<file path="config.mk">
export PLATFORM = sky130hd
export DESIGN_NAME = svcs_trnx_arbiter_flat
export DESIGN_NICKNAME = d
export VERILOG_FILES = /design/src/rtl/svcs_trnx_arbiter_if.sv /design/src/rtl/svcs_trnx_arbiter.sv /design/src/flat_wrapper.sv
export SDC_FILE = /design/constraint.sdc
export NUM_CORES = 1
export LEC_CHECK = 0
export ABC_AREA = 1
export CORE_AREA = 4 4 238 240
export CTS_BUF_LIST = sky130_fd_sc_hd__clkbuf_16
export CTS_CLUSTER_SIZE = 12
export DETAILED_ROUTE_END_ITERATION = 16
export DIE_AREA = 0 0 242 244
export GPL_TIMING_DRIVEN = 0
export PLACE_DENSITY = 0.46
export SLEW_MARGIN = 5
export SYNTH_ARGS = -nofsm -noshare
export SYNTH_HDL_FRONTEND = slang
export SYNTH_SLANG_ARGS = --single-unit
</file>
<file path="constraint.sdc">
create_clock -name clk -period 3.4 [get_ports clk]
set_input_delay 0.68 -clock clk [delete_from_list [all_inputs] [get_ports clk]]
set_output_delay 0.68 -clock clk [all_outputs]
set_load 0.02 [all_outputs]
</file>
<file path="src/rtl/svcs_trnx_arbiter_if.sv">
// Requester/bridge handshake bundle for the SVCS transaction arbiter.
// slave: arbiter side; master: producers plus bridge side.
interface svcs_trnx_arbiter_if #(
    parameter int N_REQ  = 4,
    parameter int DATA_W = 32,
    parameter int LEN_W  = 13
);
    logic [N_REQ-1:0]        req_valid;
    logic [N_REQ*DATA_W-1:0] req_type;
    logic [N_REQ*DATA_W-1:0] req_id;
    logic [N_REQ*DATA_W-1:0] req_dtype;
    logic [N_REQ*LEN_W-1:0]  req_len;
    logic [N_REQ-1:0]        req_ack;
    logic [N_REQ-1:0]        pl_valid;
    logic [N_REQ*DATA_W-1:0] pl_data;
    logic [N_REQ-1:0]        pl_ready;
    logic                    out_valid;
    logic                    out_ready;
    logic [DATA_W-1:0]       out_data;
    logic                    out_sof;
    logic                    out_last;

    modport slave (
        input  req_valid, req_type, req_id, req_dtype, req_len,
        input  pl_valid, pl_data, out_ready,
        output req_ack, pl_ready, out_valid, out_data,
        output out_sof, out_last
    );

    modport master (
        output req_valid, req_type, req_id, req_dtype, req_len,
        output pl_valid, pl_data, out_ready,
        input  req_ack, pl_ready, out_valid, out_data,
        input  out_sof, out_last
    );
endinterface

</file>
<file path="src/rtl/svcs_trnx_arbiter.sv">
// Round-robin SVCS transaction arbiter: 4-word header then payload pass-through.
// Optional payload-stall watchdog enabled by SVCS_ARB_TIMEOUT_EN.
module svcs_trnx_arbiter #(
    parameter int N_REQ       = 4,
    parameter int DATA_W      = 32,
    parameter int LEN_W       = 13,
    parameter int MAX_PAYLOAD = 4096,
    parameter int TIMEOUT_CYC = 256,
    localparam int IDX_W      = $clog2(N_REQ)
) (
    input  logic             clk,
    input  logic             rst_n,
    svcs_trnx_arbiter_if.slave bus,
    output logic             busy,
    output logic [IDX_W-1:0] grant_id,
    output logic             err_len,
    output logic             timeout
);
    localparam logic [LEN_W-1:0] MAX_LEN = LEN_W'(MAX_PAYLOAD);
    localparam logic [LEN_W-1:0] ONE     = LEN_W'(1);

    typedef enum logic [1:0] {IDLE, HDR, PAYLOAD} state_t;

    state_t            state_q, state_d;
    logic [1:0]        hdr_idx_q, hdr_idx_d;
    logic [IDX_W-1:0]  grant_q, grant_d;
    logic [IDX_W-1:0]  rr_q, rr_d;
    logic [DATA_W-1:0] type_q, type_d;
    logic [DATA_W-1:0] id_q, id_d;
    logic [DATA_W-1:0] dtype_q, dtype_d;
    logic [LEN_W-1:0]  len_q, len_d;
    logic [LEN_W-1:0]  cnt_q, cnt_d;
    logic [N_REQ-1:0]  ack_q, ack_d;
    logic              err_q, err_d;

    logic              found;
    logic [IDX_W-1:0]  pick;
    int                idx;
    logic [DATA_W-1:0] sel_type, sel_id, sel_dtype;
    logic [LEN_W-1:0]  sel_len;
    logic              pl_valid_g;
    logic [DATA_W-1:0] pl_data_g;

    logic              o_valid;
    logic [DATA_W-1:0] o_data;
    logic              o_sof;
    logic              o_last;
    logic [N_REQ-1:0]  o_pl_ready;

`ifdef SVCS_ARB_TIMEOUT_EN
    localparam int ST_W = $clog2(TIMEOUT_CYC + 1);
    logic [ST_W-1:0] stall_q, stall_d;
    logic            to_q, to_d;
    logic            tmo_q, tmo_d;
`endif

    always_comb begin
        state_d    = state_q;
        hdr_idx_d  = hdr_idx_q;
        grant_d    = grant_q;
        rr_d       = rr_q;
        type_d     = type_q;
        id_d       = id_q;
        dtype_d    = dtype_q;
        len_d      = len_q;
        cnt_d      = cnt_q;
        ack_d      = '0;
        err_d      = 1'b0;
        o_valid    = 1'b0;
        o_data     = '0;
        o_sof      = 1'b0;
        o_last     = 1'b0;
        o_pl_ready = '0;
        found      = 1'b0;
        pick       = '0;
        idx        = 0;
        sel_type   = '0;
        sel_id     = '0;
        sel_dtype  = '0;
        sel_len    = '0;
        pl_valid_g = 1'b0;
        pl_data_g  = '0;
`ifdef SVCS_ARB_TIMEOUT_EN
        stall_d    = stall_q;
        to_d       = to_q;
        tmo_d      = 1'b0;
`endif

        // first requesting index at or after rr_q, wrapping
        for (int k = 0; k < N_REQ; k++) begin
            idx = int'(rr_q) + k;
            if (idx >= N_REQ) idx = idx - N_REQ;
            if (!found && bus.req_valid[idx]) begin
                found = 1'b1;
                pick  = IDX_W'(idx);
            end
        end

        for (int i = 0; i < N_REQ; i++) begin
            if (IDX_W'(i) == pick) begin
                sel_type  = bus.req_type[i*DATA_W +: DATA_W];
                sel_id    = bus.req_id[i*DATA_W +: DATA_W];
                sel_dtype = bus.req_dtype[i*DATA_W +: DATA_W];
                sel_len   = bus.req_len[i*LEN_W +: LEN_W];
            end
            if (IDX_W'(i) == grant_q) begin
                pl_valid_g = bus.pl_valid[i];
                pl_data_g  = bus.pl_data[i*DATA_W +: DATA_W];
            end
        end

        unique case (state_q)
            IDLE: begin
`ifdef SVCS_ARB_TIMEOUT_EN
                stall_d = '0;
                to_d    = 1'b0;
`endif
                if (found) begin
                    grant_d     = pick;
                    rr_d        = (pick == IDX_W'(N_REQ - 1)) ? '0 : pick + 1'b1;
                    type_d      = sel_type;
                    id_d        = sel_id;
                    dtype_d     = sel_dtype;
                    len_d       = sel_len;
                    ack_d[pick] = 1'b1;
                    if (sel_len > MAX_LEN) begin
                        err_d = 1'b1;
                    end else begin
                        hdr_idx_d = 2'd0;
                        state_d   = HDR;
                    end
                end
            end

            HDR: begin
                o_valid = 1'b1;
                o_sof   = (hdr_idx_q == 2'd0);
                o_last  = (hdr_idx_q == 2'd3) && (len_q == '0);
                unique case (hdr_idx_q)
                    2'd0:    o_data = type_q;
                    2'd1:    o_data = id_q;
                    2'd2:    o_data = dtype_q;
                    default: o_data = {{(DATA_W-LEN_W){1'b0}}, len_q};
                endcase
                if (bus.out_ready) begin
                    if (hdr_idx_q == 2'd3) begin
                        cnt_d   = len_q;
                        state_d = (len_q != '0) ? PAYLOAD : IDLE;
                    end else begin
                        hdr_idx_d = hdr_idx_q + 2'd1;
                    end
                end
            end

            PAYLOAD: begin
                o_valid = pl_valid_g;
                o_data  = pl_data_g;
                o_last  = (cnt_q == ONE);
                for (int i = 0; i < N_REQ; i++) begin
                    o_pl_ready[i] = (IDX_W'(i) == grant_q) && bus.out_ready;
                end
`ifdef SVCS_ARB_TIMEOUT_EN
                // after the watchdog fires the rest is padded with zeros
                if (to_q) begin
                    o_valid    = 1'b1;
                    o_data     = '0;
                    o_pl_ready = '0;
                end
                if (o_valid && bus.out_ready) begin
                    stall_d = '0;
                end else if (!to_q && !pl_valid_g) begin
                    if (stall_q == ST_W'(TIMEOUT_CYC - 1)) begin
                        to_d  = 1'b1;
                        tmo_d = 1'b1;
                    end else begin
                        stall_d = stall_q + 1'b1;
                    end
                end
`endif
                if (o_valid && bus.out_ready) begin
                    cnt_d = cnt_q - ONE;
                    if (cnt_q == ONE) state_d = IDLE;
                end
            end

            default: state_d = IDLE;
        endcase
    end

    always_ff @(posedge clk) begin
        if (!rst_n) begin
            state_q   <= IDLE;
            hdr_idx_q <= 2'd0;
            grant_q   <= '0;
            rr_q      <= '0;
            type_q    <= '0;
            id_q      <= '0;
            dtype_q   <= '0;
            len_q     <= '0;
            cnt_q     <= '0;
            ack_q     <= '0;
            err_q     <= 1'b0;
        end else begin
            state_q   <= state_d;
            hdr_idx_q <= hdr_idx_d;
            grant_q   <= grant_d;
            rr_q      <= rr_d;
            type_q    <= type_d;
            id_q      <= id_d;
            dtype_q   <= dtype_d;
            len_q     <= len_d;
            cnt_q     <= cnt_d;
            ack_q     <= ack_d;
            err_q     <= err_d;
        end
    end

`ifdef SVCS_ARB_TIMEOUT_EN
    always_ff @(posedge clk) begin
        if (!rst_n) begin
            stall_q <= '0;
            to_q    <= 1'b0;
            tmo_q   <= 1'b0;
        end else begin
            stall_q <= stall_d;
            to_q    <= to_d;
            tmo_q   <= tmo_d;
        end
    end
    assign timeout = tmo_q;
`else
    assign timeout = 1'b0;
`endif

    assign bus.req_ack   = ack_q;
    assign bus.pl_ready  = o_pl_ready;
    assign bus.out_valid = o_valid;
    assign bus.out_data  = o_data;
    assign bus.out_sof   = o_sof;
    assign bus.out_last  = o_last;
    assign busy          = (state_q != IDLE);
    assign grant_id      = grant_q;
    assign err_len       = err_q;
endmodule

</file>
<file path="src/flat_wrapper.sv">
// flat-port wrapper written by rule: the top's interface ports become plain ports
module svcs_trnx_arbiter_flat 
#(
    parameter int N_REQ       = 4,
    parameter int DATA_W      = 32,
    parameter int LEN_W       = 13,
    parameter int MAX_PAYLOAD = 4096,
    parameter int TIMEOUT_CYC = 256,
    localparam int IDX_W      = $clog2(N_REQ)
)
  (clk, rst_n, busy, grant_id, err_len, timeout, bus_req_valid, bus_req_type, bus_req_id, bus_req_dtype, bus_req_len, bus_pl_valid, bus_pl_data, bus_out_ready, bus_req_ack, bus_pl_ready, bus_out_valid, bus_out_data, bus_out_sof, bus_out_last);
  svcs_trnx_arbiter_if #(.N_REQ(N_REQ), .DATA_W(DATA_W), .LEN_W(LEN_W)) bus_i ();
  input  logic clk;
  input  logic rst_n;
  output logic busy;
  output logic [IDX_W-1:0] grant_id;
  output logic err_len;
  output logic timeout;
  input wire logic [$bits(bus_i.req_valid)-1:0] bus_req_valid;
  input wire logic [$bits(bus_i.req_type)-1:0] bus_req_type;
  input wire logic [$bits(bus_i.req_id)-1:0] bus_req_id;
  input wire logic [$bits(bus_i.req_dtype)-1:0] bus_req_dtype;
  input wire logic [$bits(bus_i.req_len)-1:0] bus_req_len;
  input wire logic [$bits(bus_i.pl_valid)-1:0] bus_pl_valid;
  input wire logic [$bits(bus_i.pl_data)-1:0] bus_pl_data;
  input wire logic [$bits(bus_i.out_ready)-1:0] bus_out_ready;
  output wire logic [$bits(bus_i.req_ack)-1:0] bus_req_ack;
  output wire logic [$bits(bus_i.pl_ready)-1:0] bus_pl_ready;
  output wire logic [$bits(bus_i.out_valid)-1:0] bus_out_valid;
  output wire logic [$bits(bus_i.out_data)-1:0] bus_out_data;
  output wire logic [$bits(bus_i.out_sof)-1:0] bus_out_sof;
  output wire logic [$bits(bus_i.out_last)-1:0] bus_out_last;
  assign bus_i.req_valid = bus_req_valid;
  assign bus_i.req_type = bus_req_type;
  assign bus_i.req_id = bus_req_id;
  assign bus_i.req_dtype = bus_req_dtype;
  assign bus_i.req_len = bus_req_len;
  assign bus_i.pl_valid = bus_pl_valid;
  assign bus_i.pl_data = bus_pl_data;
  assign bus_i.out_ready = bus_out_ready;
  assign bus_req_ack = bus_i.req_ack;
  assign bus_pl_ready = bus_i.pl_ready;
  assign bus_out_valid = bus_i.out_valid;
  assign bus_out_data = bus_i.out_data;
  assign bus_out_sof = bus_i.out_sof;
  assign bus_out_last = bus_i.out_last;
  svcs_trnx_arbiter #(.N_REQ(N_REQ), .DATA_W(DATA_W), .LEN_W(LEN_W), .MAX_PAYLOAD(MAX_PAYLOAD), .TIMEOUT_CYC(TIMEOUT_CYC)) u_core (.clk(clk), .rst_n(rst_n), .bus(bus_i), .busy(busy), .grant_id(grant_id), .err_len(err_len), .timeout(timeout));
endmodule
</file>
* Yosys cells after proc, flatten, opt, wreduce, memory -nomap -nowiden
Cells that the tools add are included.
** Operators by class
- $add $sub $neg :: 10
- $lt $le $gt $ge :: 11
- Equality and inequality tests :: 20
- Mux-type cells :: 75
- Reductions and logical operators :: 27
** Operator list (count)
- $mux W32 :: 20
- $lt A32 B4 Y1 const B :: 4
- $ge A32 B4 Y1 const B :: 3
- $pmux W32 S3 :: 1
- $sub A32 B4 Y32 const B :: 3
- $mux W13 :: 7
- $pmux W32 S2 :: 1
- $mux W2 :: 16
- $pmux W13 S2 :: 1
- $mux W1 :: 19
- $eq A13 B1 Y1 const B :: 1
- $gt A13 B13 Y1 const B :: 1
- $logic_not A13 Y1 :: 1
- $reduce_bool A13 Y1 :: 1
- $sub A13 B1 Y13 const B :: 1
- $logic_and A1 B1 Y1 :: 10
- $bmux W1 S2 :: 4
- $eq A2 B2 Y1 const A :: 4
- $eq A2 B2 Y1 const B :: 4
- $logic_not A2 Y1 :: 4
- $ne A2 B1 Y1 const B :: 4
- $add A2 B2 Y3 const B :: 2
- $ne A2 B2 Y1 const B :: 3
- $pmux W2 S3 :: 1
- other kinds (19) :: 27
** Word-level totals
- Flip-flop bits (word level) :: 135
- Output and inout bits :: 48
- Word-level logic and storage cells :: 154

* Logic depth before layout (Yosys ltp)
Gate-level depths: netlist of the first run.
- Depth after elaboration :: 24
- Mapped depth :: 26
- Mapped depth without buffers :: 23

* Worst setup path after synthesis of the first run
OpenSTA, ideal clock, no wires.
- Path type :: input -> register
- Start :: in bus_req_valid[2]
- End :: reg u_core.state_q[0]
- Library setup time :: 113 ps
- Arrival time :: 2968 ps
- Required time :: 3287 ps
- Slack :: 319 ps
- Stages on the path :: 22
- Cells stage by stage :: inv_1 -> o21ai_0 -> nand2_1 -> o21ai_1 -> nor2_2 -> nand3b_1 -> nor2_1 -> nor2_1 -> inv_1 -> ha_1 -> buf_4 -> buf_2 -> a21oi_1 -> nand2_1 -> a21boi_0 -> nand2_1 -> nor2_1 -> nand3_1 -> nand3_2 -> nand3_2 -> nor2_1 -> nor2_1
** Between the ends
- Word-level cells in the longest chain between the ends :: 21
- Elaborated cells on any way between the ends :: 38
- Those cells by class :: order compare (1); eq/ne (5); mux (24); reduce/logical (8)
** Ends and longest elaborated chain
- start: declaration :: RTL line flat_wrapper.sv:19 : input wire logic [$bits(bus_i.req_valid)-1:0] bus_req_valid;
- $bmux W1 S2 :: RTL line svcs_trnx_arbiter.sv:93 : if (!found && bus.req_valid[idx]) begin
- $mux W1 (not written as such) (2 in a row) :: RTL line svcs_trnx_arbiter.sv:93
- $mux W1 :: RTL line svcs_trnx_arbiter.sv:93
- $logic_not A1 Y1 :: RTL line svcs_trnx_arbiter.sv:93
- $logic_and A1 B1 Y1 :: RTL line svcs_trnx_arbiter.sv:93
- $mux W1 :: RTL line svcs_trnx_arbiter.sv:93
- $logic_not A1 Y1 :: RTL line svcs_trnx_arbiter.sv:93
- $logic_and A1 B1 Y1 :: RTL line svcs_trnx_arbiter.sv:93
- [... 3 more ...]
- $mux W2 (*) :: RTL line svcs_trnx_arbiter.sv:93
- net u_core.pick[1] :: RTL line svcs_trnx_arbiter.sv:37 : logic [IDX_W-1:0] pick;
- $logic_not A2 Y1 :: RTL line svcs_trnx_arbiter.sv:100 : if (IDX_W'(i) == pick) begin
- $mux W13 (3 in a row) :: RTL line svcs_trnx_arbiter.sv:100
- $mux W13 (*) :: RTL line svcs_trnx_arbiter.sv:100
- $gt A13 B13 Y1 (*) :: RTL line svcs_trnx_arbiter.sv:126 : if (sel_len > MAX_LEN) begin
- $ne A2 B2 Y1 (no source line) (*)
- $reduce_and A6 Y1 (no source line) (*)
- end signal: assignment :: RTL line svcs_trnx_arbiter.sv:204 : state_q <= state_d;
- end: declaration :: RTL line svcs_trnx_arbiter.sv:24 : state_t state_q, state_d;
Mark *: on every way through the listed nets, which the timed path passes. The rest lies on a longest branch. The select of a mux whose other input is x is not followed.
A chain may end at the register's enable or synchronous reset.

* Worst setup path in the final report of the first run
- Start :: reg u_core.hdr_idx_q[0]
- End :: out bus_out_data[5]
** Between the ends
- Word-level cells in the longest chain between the ends :: 3
- Elaborated cells on any way between the ends :: 5
- Those cells by class :: eq/ne (2); mux (2); reduce/logical (1)
** Ends and longest elaborated chain
- start: declaration :: RTL line svcs_trnx_arbiter.sv:25 : logic [1:0] hdr_idx_q, hdr_idx_d;
- start signal: assignment :: RTL line svcs_trnx_arbiter.sv:205 : hdr_idx_q <= hdr_idx_d;
- $eq A2 B2 Y1 (tied with other cells) :: RTL line svcs_trnx_arbiter.sv:139 : unique case (hdr_idx_q)
- $pmux W32 S3 (*) :: RTL line svcs_trnx_arbiter.sv:139
- $pmux W32 S2 (*) :: RTL line svcs_trnx_arbiter.sv:112 : unique case (state_q)
- end: declaration :: RTL line flat_wrapper.sv:30 : output wire logic [$bits(bus_i.out_data)-1:0] bus_out_data;
Every way passes the cells marked *; elsewhere a longest branch is shown, timed or not.

==> impl_metrics.ini, run 1 <==
[logic_synthesis]
synth_area_mm2 = 0.01012
synthSimpleGateAreaFrac_pct = 21.69
muxShareOfSynthArea_pct = 0
synth_xor_area_share_pct = 0.3340
yosys_warnings = 0
syn_inst = 1602
syn_avg_cell_area_um2 = 6.315
synth_compound_area_share_pct = 40.47
ys_ff_latch = 135
synth_nets = 2190
synthDistinctLibCells = 45
yosysSeqAreaShare_pct = 26.72
synthAdderAreaFrac_pct = 1.608
synth_top_family_by_area = compound AO/OA/AOI/OAI gates

[global_routing]
antenna_found_initial = 1
grt_pass1_vias = 15149
grt_pass1_wl_mm = 103.5
grt_max_degree = 17
grt_usage_pct = 23.56
grt_overflow = 0

[cts]
cts_tree = done
cts_buffers = 17
clockBufferDepth = 2
clock-root-buffer = clkbuf_16
h-tree-depth = 4
clock_latency_ps = 430
cts_sinks = 135
clk_pin_slew_ps = 60
holdBufCountCts = 0

[power_and_ir_drop]
seqPwrFrac_pct = 13.1
combPwrFrac_pct = 77.4
swShare_pct = 54.55
p_sw_mw = 11.79
p_per_area_mw_per_mm2 = 1144
leakagePower_nw = 7.282
ir_drop_uv = 516.9
internal-power_mw = 9.825
power.share.clock_pct = 9.5

[route]
ant_nets = 0
wl_per_cell_um = 24.63
vias = 14747
drtIter0Drc = 1057
wl_met2_mm = 38.19
met3_length_mm = 4.380
highest_layer = met5
drc = 0
met1_length_mm = 30.12
dr.pass1.iters = 7
wirelength_mm = 73.79
via_per_inst = 4.922

[floorplanning]
die-area_mm2 = 0.05905
die_h_um = 244
fp-row-count = 86
ioPinCount = 623
coreArea_mm2 = 0.05466
initial_utilization_pct = 18.51
die_w_um = 242

[setup_path]
slowest_delay_ps = 580
worst_r2r_path_depth = 24
cp_cell_sequence = inv_1, ha_1, nand2_1, nand3_1, a22oi_1, a21oi_1, clkdlybuf4s50_1
cp_max_fo = 6
crit_path_end_kind = output pin
worstSetupPathType = flip-flop to output pin
cp.required_ps = 2720
worst_setup_path_start_kind = flip-flop
slowest_stage = clkdlybuf4s50_1
arrival_ps = 2730

[layout]
nNetsFinal = 2867
fin_cells = 2996
finalInstanceArea_mm2 = 0.01890
multi_input_area_mm2 = 0.006942
layout-drive-gt1-share_pct = 13.00
synthToLayoutAreaGrowth_pct = 86.83
antenna_cells = 0
fillers = 5883
seq_area_mm2 = 0.002706

[timing]
hold_viol_final = 0
fin_skew_ps = 9.706
slew_headroom_pct = 51.47
post-route-period-util_pct = 100.3
slew_viol_final = 0
fin_ws_ps = -10.69
period_minus_slack_ps = 3411
fmax_mhz = 293.2
fin_tns_setup_ps = -10.69
tightest_slew_ps = 727.9
setup_viol = 1
rsz0062_at_grt = true

[job]
maxCapViolations = 0

[placed_design]
gp_congestion = 0.9329
dpl-instance-area_mm2 = 0.01720
preCtsSetupSlack_ps = -2448
dpl.cell_count = 2926
hpwl_mm = 61.97
io_buffers = 620

[min_path]
min_path_cells = 2
hp-class = flip-flop to flip-flop

[status]
status = finished, violations left
violations = negative setup slack
[placed cells by master, fill, tap and decap left out, drive strengths merged, types with 2 or more instances in the layout]
cell type,instances
clkdlybuf4s50,584
clkinvlp,3
o22ai,15
a221oi,96
dlygate4sd2,20
dlymetal6s2s,10
dfxtp,135
nand2,262
clkinv,4
or2,2
nor3,3
nor2,197
a211oi,6
clkbuf,116
nand3,67
a31oi,18
a21boi,10
a21oi,163
nand4,6
nor4,3
xor2,2
ha,13
a22oi,2
o211ai,33
inv,54
buf,92
bufinv,3
clkdlybuf4s15,2
o21ai,366
[layer usage]
metal  vias up  track usage, %
met1      7048           28.47
li1       7112               -
met2       535           43.51
met3        50           5.099
met5         -               0
met4         2           3.893
[repair_timing]
action                                  CTS  global route
setup buffers                            31             8
resized for setup                       226           104
gates cloned                              1             2
endpoints found under the setup margin  149           118
pin swaps                                30            37
[cells in the mapped netlist (all sizes together)]
cell | count | area share [%]
ha | 13 | 1.6
a221oi | 96 | 8.3
nand4 | 6 | 0.37
nand3 | 67 | 3.5
dfxtp | 135 | 27
clkbuf | 97 | 3.6
inv | 47 | 1.8
xor2 | 2 | 0.25
xnor2 | 1 | 0.087
nor2 | 197 | 7.4
or2 | 2 | 0.12
o21ai | 366 | 18
o22ai | 15 | 0.93
nor4 | 3 | 0.19
o211ai | 33 | 2.4
nor3 | 3 | 0.15
conb | 1 | 0.037
a211oi | 6 | 0.49
nand2 | 262 | 9.8
o21a | 1 | 0.074
nand3b | 1 | 0.074
a21boi | 10 | 0.74
a21oi | 163 | 8.1
a22oi | 2 | 0.15
buf | 53 | 3.7
clkinv | 2 | 0.074
a31oi | 18 | 1.1
[cells by family (layout without fill, tap and decap cells)]
family | count (synthesis) | after routing
fa+ha+maj | 13 | 13
simple gates | 541 | 541
buf+inv | 199 | 889
flops | 135 | 135
xor+xnor | 3 | 3
compound gates | 710 | 710
other cells | 1 | 1
[area by class of cell]
type,count,area share [%]
clock inverter,15,1.099
buffer,147,5.157
sequential,135,14.32
inverter,49,1.059
timing repair buffer,661,34.72
multi-input combinational,1268,36.73
clock buffer,17,2.251
tap,704,4.661
[critical path: cells and delay by family, from the launching register on]
family          cells  cell delay [ps]
flops               1              390
buf+inv             2              680
simple gates        2              350
fa+ha+maj           1              310
compound gates      2              570
[registers in the layout, indices dropped and copies added, names as in the netlist]
| name | count |
|---|---|
| u_core.id_q | 32 |
| u_core.dtype_q | 32 |
| u_core.err_len | 1 |
| u_core.bus.req_ack | 4 |
| u_core.state_q | 2 |
| u_core.cnt_q | 13 |
| u_core.type_q | 32 |
| u_core.hdr_idx_q | 2 |
| u_core.grant_id | 2 |
| u_core.rr_q | 2 |
| u_core.len_q | 13 |
[power groups by stage]
stage	registers (mW)	logic (mW)	clock network (mW)
2_1_floorplan	2.57	8.48	0
6_report	2.84	16.7	2.04
3_5_place_dp	2.85	14.4	0
3_3_place_gp	2.85	14.3	0
5_1_grt	2.88	18.4	2.14
4_1_cts	2.82	16.3	2.07
[through the flow]
| step | power (mW) | util (%) | hold slack (ps) |
|---|---|---|---|
| after floorplan | 11.05 | - | 450.4 |
| after global placement | 17.20 | 31.47 | 477.5 |
| after detailed placement | 17.22 | 31.47 | 484.9 |
| after CTS | 21.20 | 34.01 | 495.5 |
| after global routing | 23.39 | 34.57 | 562.7 |
| final | 21.62 | 34.57 | 497.7 |
[final timing paths]
path | from | endpoint | slack [ps]
max | u_core.hdr_idx_q[0] | bus_out_data[5] | -10
min | u_core.cnt_q[11] | u_core.cnt_q[11] | 500
max reg2reg | u_core.rr_q[0] | u_core.state_q[0] | 130
min reg2reg | u_core.cnt_q[11] | u_core.cnt_q[11] | 500
Power figures use the tool's default switching activity.
==> inputs of run 2 (changes only) <==
--- a/config.mk
+++ b/config.mk
@@ -13,7 +13,9 @@
 export DIE_AREA = 0 0 242 244
 export GPL_TIMING_DRIVEN = 0
 export PLACE_DENSITY = 0.46
+export SETUP_SLACK_MARGIN = 0.02
 export SLEW_MARGIN = 5
 export SYNTH_ARGS = -nofsm -noshare
 export SYNTH_HDL_FRONTEND = slang
 export SYNTH_SLANG_ARGS = --single-unit
+export TNS_END_PERCENT = 30
==> run 2 against run 1 <==
The run now ends clean; maximum frequency grew 0.62%; critical path depth grew 2; via count is 0.68% higher; utilization up 0.071 points; hold slack improved by 2.2 ps; combinational power about the same; critical path type unchanged.
==> impl_metrics.ini, run 2 (synthesis results as in run 1) <==
[status]
status = finished, final reports clean

[route]
dr.pass1.iters = 5
via_per_inst = 4.966
wl_per_cell_um = 24.70
vias = 14847
ant_nets = 0
drc = 0
drtIter0Drc = 1175
wirelength_mm = 73.84

[setup_path]
cp_cell_sequence = buf_4, nor2_4, inv_2, clkbuf_4, o22ai_1, o21ai_2, o211ai_1, a21oi_2, clkdlybuf4s15_1
slowest_stage = dfxtp_2
cp.required_ps = 2720
arrival_ps = 2710
cp_max_fo = 10
critPathTopFamily = buffers and inverters
critical_path_buf_inv_count = 4
crit_path_end_kind = output pin
worst_setup_path_start_kind = flip-flop
slowest_delay_ps = 400
worstSetupPathType = flip-flop to output pin

[global_routing]
grt_usage_pct = 23.38
grt_max_degree = 17
grt_pass1_wl_mm = 102.7
grt_pass1_vias = 15042
antenna_found_initial = 1
grt_overflow = 0

[layout]
reg_top3 = u_core.dtype_q: 32 flops, u_core.id_q: 32 flops, u_core.type_q: 32 flops
finalInstanceArea_mm2 = 0.01894
nNetsFinal = 2861
final_common_cell = clkdlybuf4s50_1
final_util_pct = 34.65
final_cell_mix = clkdlybuf4s50_1, o21ai_0, nand2_1, nor2_1, a21oi_1
synthToLayoutAreaGrowth_pct = 87.21
antenna_cells = 0
layout-drive-gt1-share_pct = 12.86

[timing]
tightest_slew_ps = 755.5
slew_viol_final = 0
rsz0062_at_grt = true
period_minus_slack_ps = 3390
fmax_mhz = 295.0
post-route-period-util_pct = 99.70
setup_viol = 0
hold_viol_final = 0
fin_skew_ps = 11.68
slew_headroom_pct = 49.63

[job]
maxCapViolations = 0

[floorplanning]
coreArea_mm2 = 0.05466
die-area_mm2 = 0.05905
die_h_um = 244
initial_utilization_pct = 18.51
die_w_um = 242
fp-row-count = 86
ioPinCount = 623

[cts]
clockBufferDepth = 2
clock_latency_ps = 440
clock-root-buffer = clkbuf_16
clk_pin_slew_ps = 70
cts_sinks = 135
h-tree-depth = 4
cts_tree = done
holdBufCountCts = 0
cts_buffers = 17

[power_and_ir_drop]
ir_drop_uv = 526.1
leakagePower_nw = 7.305
p_per_area_mw_per_mm2 = 1136

[placed_design]
hpwl_mm = 61.97
gp_congestion = 0.9329
io_buffers = 620
dpl-instance-area_mm2 = 0.01720

[min_path]
hp-class = flip-flop to flip-flop
run 2: cell types whose count changed in the layout (fill, tap and decap cells not counted), sizes merged:
cell           delta
dlymetal6s2s      +1
clkdlybuf4s15     +1
clkdlybuf4s50     -1
buf               -6
clkbuf            -1
run 2: through the flow:
step | total power, mW | hold slack [ps] | setup TNS [ps] | instances | worst slack, ps
2_1_floorplan | 11.05 | 450.4 | 0 | 1602 | 318.6
3_3_place_gp | 17.20 | 477.5 | -175580 | 2926 | -2320
3_5_place_dp | 17.22 | 484.9 | -189360 | 2926 | -2448
4_1_cts | 20.59 | 495.5 | -370.9 | 2966 | -95.31
5_1_grt | 23.24 | 562.7 | -581.9 | 2990 | -185.3
6_report | 21.51 | 500.0 | 0 | 2990 | 10.33
run 2: power by group:
part	leakage [nW]	internal, mW	switching, mW
sequential	1.12	2.26	0.591
clock	0.304	1.19	0.862
combinational	5.88	6.30	10.3
total	7.31	9.75	11.8
run 2: path summary, 6_finish.rpt:
path / startpoint / end / slack (ps) / cells after the start
worst max-delay path: u_core.grant_id[0] / bus_out_data[27] / 10 / 9
worst min-delay path: u_core.cnt_q[11] / u_core.cnt_q[11] / 500 / 2
worst max register to register: u_core.rr_q[0] / u_core.hdr_idx_q[0] / 50 / 24
worst min register to register: u_core.cnt_q[11] / u_core.cnt_q[11] / 500 / 2
run 2: area by class of cell:
class | instances | area, um2
fillers | 5874 | 35720
multi-input cells | 1268 | 6992
repair buffers | 655 | 6526
flip-flops and latches | 135 | 2708
plain buffers | 147 | 996.0
well taps | 704 | 880.8
clock buffers | 17 | 425.4
clock inverters | 15 | 207.7
inverters | 49 | 202.7
run 2: worst register-to-register path, stage by stage (launching register included):
cell      delay [ps]
dfxtp_2          340
buf_6            130
buf_4            130
o21ai_4          150
nand2_2          100
o21ai_4          100
inv_2             60
nand2_2           80
o211ai_1         150
nor2_4           230
inv_2            100
ha_4             190
buf_12           150
buf_12           150
a21oi_2          100
nand2_1           80
a21boi_2         200
nand2_1           70
nor2_1           140
nand3_2          150
nand3_4          140
nand3_4           90
nand2_1           80
nand2_1           50
nor2_1           120
run 2: what timing repair did:
item / CTS / global route
endpoints found under the setup margin: 149 / 124
hold endpoints to repair: 0 / 0
pin swaps: 7 / 41
setup buffers: 9 / 22
resized for setup: 220 / 119
cloned: 0 / 4
run 2: metal layers:
layer | share of wire (%) | GRT usage [%] | up-vias
met4 | 1.6 | 3.705 | 2
met3 | 6.2 | 4.649 | 60
met1 | 41 | 28.50 | 7098
met2 | 52 | 43.26 | 599
met5 | 0.018 | 0 | -
li1 | - | - | 7088
==> inputs of run 3 (changes only) <==
--- a/config.mk
+++ b/config.mk
@@ -12,6 +12,7 @@
 export DETAILED_ROUTE_END_ITERATION = 16
 export DIE_AREA = 0 0 242 244
 export GPL_TIMING_DRIVEN = 0
+export HOLD_SLACK_MARGIN = 0.03
 export PLACE_DENSITY = 0.46
 export SETUP_SLACK_MARGIN = 0.02
 export SLEW_MARGIN = 5
==> results of run 3 <==
No change in the layout: final DEF, timing and power equal those of run 2.
